[src/rtl/vec_collect_pkg.sv]
// Shared helpers for the serial-to-parallel frame collector.
// Frame geometry is derived from the N parameter at each use site.
// No types are exported; out_vec stays a plain packed 2-D array.
package vec_collect_pkg;

  // Number of samples in one frame for a given index width.
  function automatic int frame_len(input int n);
    return 1 << n;
  endfunction

endpackage

[src/rtl/vec_collect_if.sv]
// Handshake bundle between a sample producer / frame consumer and vec_collect.
// master drives samples, clr and out_rdy; slave (the collector) answers.
// Parameters must match the collector instance it is bound to.
interface vec_collect_if #(
  parameter int W = 8,
  parameter int N = 4
);
  import vec_collect_pkg::*;

  localparam int L = frame_len(N);

  logic                clr;
  logic [W-1:0]        in_dat;
  logic                in_val;
  logic                in_rdy;
  logic [L-1:0][W-1:0] out_vec;
  logic                out_val;
  logic                out_rdy;
  logic [N:0]          lvl;

  modport slave (
    input  clr, in_dat, in_val, out_rdy,
    output in_rdy, out_vec, out_val, lvl
  );

  modport master (
    output clr, in_dat, in_val, out_rdy,
    input  in_rdy, out_vec, out_val, lvl
  );

endinterface

[src/rtl/vec_collect.sv]
// Collects 2**N serial W-bit samples into one packed frame (sample k at index k).
// Latency: frame valid exactly 1 cycle after its last sample is accepted.
// Backpressure: in_rdy drops only when the last sample would overwrite a stalled frame, or on clr.
module vec_collect
  import vec_collect_pkg::*;
#(
  parameter int W = 8,
  parameter int N = 4
) (
  input  logic         clk,
  input  logic         rst,
  vec_collect_if.slave bus
);

  localparam int L = frame_len(N);
  localparam logic [N-1:0] LAST = '1;

  logic [L-1:0][W-1:0] coll;
  logic [N-1:0]        idx;
  logic                accept;
  logic                frame_done;
  logic                handover;

  // The final sample goes straight into the output register, so collection of
  // the next frame can run up to L-1 samples ahead of a stalled consumer.
  assign bus.in_rdy  = !bus.clr && !((idx == LAST) && bus.out_val && !bus.out_rdy);
  assign accept      = bus.in_val && bus.in_rdy;
  assign frame_done  = accept && (idx == LAST);
  assign handover    = bus.out_val && bus.out_rdy;
  assign bus.lvl     = {1'b0, idx};

  // Write pointer and collection entries; clr only rewinds the pointer, since
  // every entry is rewritten before it can be part of a later frame.
  always_ff @(posedge clk or posedge rst) begin
    if (rst) begin
      idx  <= '0;
      coll <= '0;
    end else if (bus.clr) begin
      idx <= '0;
    end else if (accept) begin
      coll[idx] <= bus.in_dat;
      idx       <= idx + 1'b1;
    end
  end

  // Output frame register: a completing frame always reloads, even on the
  // same edge the previous frame is handed over.
  always_ff @(posedge clk or posedge rst) begin
    if (rst) begin
      bus.out_vec <= '0;
      bus.out_val <= 1'b0;
    end else if (frame_done) begin
      for (int k = 0; k < L - 1; k++) begin
        bus.out_vec[k] <= coll[k];
      end
      bus.out_vec[L-1] <= bus.in_dat;
      bus.out_val      <= 1'b1;
    end else if (handover) begin
      bus.out_val <= 1'b0;
    end
  end

endmodule

[src/flat_wrapper.sv]
// flat-port wrapper written by rule: the top's interface ports become plain ports
module vec_collect_flat import vec_collect_pkg::*;
#(
  parameter int W = 8,
  parameter int N = 4
)
  (clk, rst, bus_clr, bus_in_dat, bus_in_val, bus_out_rdy, bus_in_rdy, bus_out_vec, bus_out_val, bus_lvl);
  vec_collect_if #(.W(W), .N(N)) bus_i ();
  input  logic clk;
  input  logic rst;
  input wire logic [$bits(bus_i.clr)-1:0] bus_clr;
  input wire logic [$bits(bus_i.in_dat)-1:0] bus_in_dat;
  input wire logic [$bits(bus_i.in_val)-1:0] bus_in_val;
  input wire logic [$bits(bus_i.out_rdy)-1:0] bus_out_rdy;
  output wire logic [$bits(bus_i.in_rdy)-1:0] bus_in_rdy;
  output wire logic [$bits(bus_i.out_vec)-1:0] bus_out_vec;
  output wire logic [$bits(bus_i.out_val)-1:0] bus_out_val;
  output wire logic [$bits(bus_i.lvl)-1:0] bus_lvl;
  assign bus_i.clr = bus_clr;
  assign bus_i.in_dat = bus_in_dat;
  assign bus_i.in_val = bus_in_val;
  assign bus_i.out_rdy = bus_out_rdy;
  assign bus_in_rdy = bus_i.in_rdy;
  assign bus_out_vec = bus_i.out_vec;
  assign bus_out_val = bus_i.out_val;
  assign bus_lvl = bus_i.lvl;
  vec_collect #(.W(W), .N(N)) u_core (.clk(clk), .rst(rst), .bus(bus_i));
endmodule
[config.mk]
export PLATFORM = sky130hd
export DESIGN_NAME = vec_collect_flat
export DESIGN_NICKNAME = d
export VERILOG_FILES = /design/src/rtl/vec_collect_pkg.sv /design/src/rtl/vec_collect_if.sv /design/src/rtl/vec_collect.sv /design/src/flat_wrapper.sv
export SDC_FILE = /design/constraint.sdc
export NUM_CORES = 1
export LEC_CHECK = 0
export ABC_CLOCK_PERIOD_IN_PS = 24400
export BUFFER_PORTS_ARGS = -buffer_cell sky130_fd_sc_hd__buf_4
export CAP_MARGIN = 20
export CELL_PAD_IN_SITES_DETAIL_PLACEMENT = 1
export CELL_PAD_IN_SITES_GLOBAL_PLACEMENT = 1
export CORE_MARGIN = 3
export CORE_UTILIZATION = 50
export DETAILED_ROUTE_END_ITERATION = 12
export GPL_TIMING_DRIVEN = 0
export MAX_ROUTING_LAYER = met4
export PLACE_DENSITY = 0.88
export REMOVE_ABC_BUFFERS = 1
export SYNTH_ARGS = -nofsm -noshare
export SYNTH_HDL_FRONTEND = slang
export SYNTH_SLANG_ARGS = --single-unit
[constraint.sdc]
create_clock -name clk -period 24.4 [get_ports clk]
set_input_delay 4.88 -clock clk [delete_from_list [all_inputs] [get_ports clk]]
set_output_delay 4.88 -clock clk [all_outputs]
set_load 0.01 [all_outputs]
==> results.yml <==
floorplanning:
  die_w_um: 146
  io_pins: 148
  die_h_um: 146
  rows: 50
  die-area_um2: 21300
  core_area_um2: 19000
  initial_utilization_pct: 51.7
critical_path:
  crit_family: "simple AND/OR/NAND/NOR gates"
  cp_max_fo: 8
  path_cells: "buf_4, and3b_1, a31oi_1, buf_4"
  arrival_ps: 5920
  slowest_stage: "and3b_1"
  start_kind: "primary input"
  worst-path-stages: 4
  end_kind: "primary output"
  critical_path_class: "in -> out"
  required_ps: 19520
  path_buf_inv: 2
  slowest_delay_ps: 580
  r2r_cells: 7
  crit_top_cell: "buf_4"
route:
  avgViaCountPerCell: 5.30
  drt_pass1_iterations: 4
  avgRoutedWirePerCell_um: 22.1
  drc: 0
  ant_nets: 0
  first_iter_violations: 136
  vias: 5395
  drt_wl_total_um: 22500
status:
  status: "finished clean"
timing:
  setup_violations: 0
  timing.final.ws_setup_ps: 13600
  worstMarginPinSlew_ps: 953
  fmax_ghz: 0.0926
  period_share_pct: 44.3
  fin_crit_ps: 10800
  drv_slew: 0
  finalHoldViolCount: 0
  rsz0062_at_grt: "false"
  setup_tns_ps: 0
  whs_ps: 496
  fin_worst_skew_ps: 9.83
  maxSlewHeadroom_pct: 36.3
clock_network:
  cts_buffers: 26
  cts.repair.resized: 0
  cts_max_level: 1
  cts_root_buffer: "clkbuf_16"
  insertion_delay_ps: 520
  ctsLongestPathBuffers: 3
  clock_sinks: 253
  clk_pin_slew_ps: 60
  ctsHoldBuffers: 0
  cts_tree: "yes"
  cts_setup_buffers: 0
layout:
  final_util_pct: 64.0
  area_growth_pct: 23.9
  n_antenna_cell: 0
  nNetsFinal: 754
  drive_gt1_share_pct: 60.2
  fill_cells: 1692
  stdcell_count: 1017
pwr:
  p_per_area_nw_per_um2: 73.7
  seqPwrFrac_pct: 50.4
  ir_drop_mv: 0.0494
  comb_power_share_pct: 4.7
  switchingPower_w: 0.000194
  leakagePower_nw: 6.24
  switching_share_pct: 21.7
  p_int_w: 0.000700
  clockPowerShare_pct: 44.9
grt:
  overflow: 0
  grt_max_degree: 94
  antenna_found_initial: 0
  gr-usage-all-layers_pct: 21.8
  grt_pass1_wl_um: 35800
  first_global_vias: 6163
placed_design:
  gp_congestion: 0.731
  dp_cells: 969
  hpwl_um: 15000
  port_buffers: 146
  pre_cts_slack_ps: 13590
synthesis:
  netlist_top_cells_count: "dfrtp_1 (253), mux2_2 (239), buf_6 (12)"
  synth_area_leaders: "dfrtp_1 (65%), mux2_2 (27%), buf_6 (1.4%)"
  synthArstFlopShare_pct: 100
  syn_inst: 584
  ys_warn_count: 0
  postSynthAreaPerCell_um2: 16.8
  netlist.area_leader.share_pct: 64.7
  yosysMostFrequentCell: "dfrtp_1"
  netlist_area_um2: 9790
  yosys.area.top_type: "dfrtp_1"
  synthDistinctLibCells: 30
  ys_seq_area_share_pct: 64.7
  ys_ff_latch: 253
  synth_edf_count: 0
  yosys_most_used_dff: "dfrtp_1"
min_path:
  min_path_cells: 1
  hold_path_class: "reg -> reg"
flow_run:
  maxCapViolations: 0
-- kinds of logic (layout without fill, tap and decap cells) --
family,count (synthesis),in the layout,share of synthesized area [%]
simple gates,32,32,2.93
other cells,1,1,0.0383
flops,253,253,64.7
fa+ha+maj,4,4,0.511
mux,250,250,28.7
compound gates,7,7,0.498
buf+inv,37,210,2.62
-- flip-flops by register name (all words and copies together) (netlist names) --
register	count
u_core.bus.out_vec	128
u_core.bus.out_val	1
u_core.idx	4
u_core.coll	120
-- layout make-up --
type / instances / area [um^2] / share of cell area [%]
Tap cell: 260 / 325 / 2.68
Multi-Input combinational cell: 294 / 3210 / 26.5
Timing Repair Buffer: 155 / 1340 / 11.1
Inverter: 7 / 33.8 / 0.279
Sequential cell: 253 / 6330 / 52.2
Clock inverter: 11 / 113 / 0.928
Clock buffer: 37 / 773 / 6.38
-- stage by stage --
step	cell area [um^2]	power, W
2_1_floorplan	9560	0.000481
3_3_place_gp	11000	0.000494
3_5_place_dp	11200	0.000500
4_1_cts	12100	0.000903
5_1_grt	12100	0.000930
6_report	12100	0.000894
-- placed cells by master (no fill, tap or decap), types with 2 or more instances in the layout --
| cell type | n |
|---|---|
| a211oi_1 | 4 |
| a31oi_1 | 2 |
| buf_16 | 9 |
| buf_4 | 146 |
| bufinv_16 | 2 |
| clkbuf_1 | 4 |
| clkbuf_16 | 27 |
| clkbuf_8 | 6 |
| clkinv_2 | 6 |
| clkinvlp_4 | 3 |
| dfrtp_1 | 253 |
| ha_1 | 4 |
| inv_1 | 6 |
| mux2_1 | 10 |
| mux2_2 | 239 |
| nand2_1 | 3 |
| nand2b_1 | 4 |
| nand3_2 | 4 |
| nand3b_1 | 2 |
| nor2_1 | 2 |
| nor2_2 | 2 |
| nor3_2 | 2 |
| nor3_4 | 4 |
| nor3b_4 | 2 |
-- path summary, 6_finish.rpt --
check                                      from                endpoint  slack [ps]
min in group asynchronous                   rst         u_core.coll[42]        4440
worst max-delay path                bus_out_rdy              bus_in_rdy       13600
max in group asynchronous                   rst        u_core.coll[109]       19110
worst max register to register    u_core.idx[1]  u_core.bus.out_vec[28]       21400
worst min-delay path            u_core.coll[82]  u_core.bus.out_vec[82]         500
worst min register to register  u_core.coll[82]  u_core.bus.out_vec[82]         500
-- per-layer routing --
metal,routed length (um),up-vias,global-route usage (%)
met1,9250,2876,26.7
li1,-,2360,-
met4,403,0,5.18
met3,990,31,3.71
met5,0,-,-
met2,11800,128,38.1
-- power groups by stage --
stage / sequential [W] / combinational [W] / clock [W]
floorplan: 0.000454 / 0.0000276 / 0
global placement: 0.000455 / 0.0000383 / 0
detailed placement: 0.000458 / 0.0000426 / 0
CTS: 0.000450 / 0.0000430 / 0.000410
global route: 0.000452 / 0.0000464 / 0.000432
finish: 0.000450 / 0.0000419 / 0.000402
No activity file was read; power rests on OpenSTA's default activity.
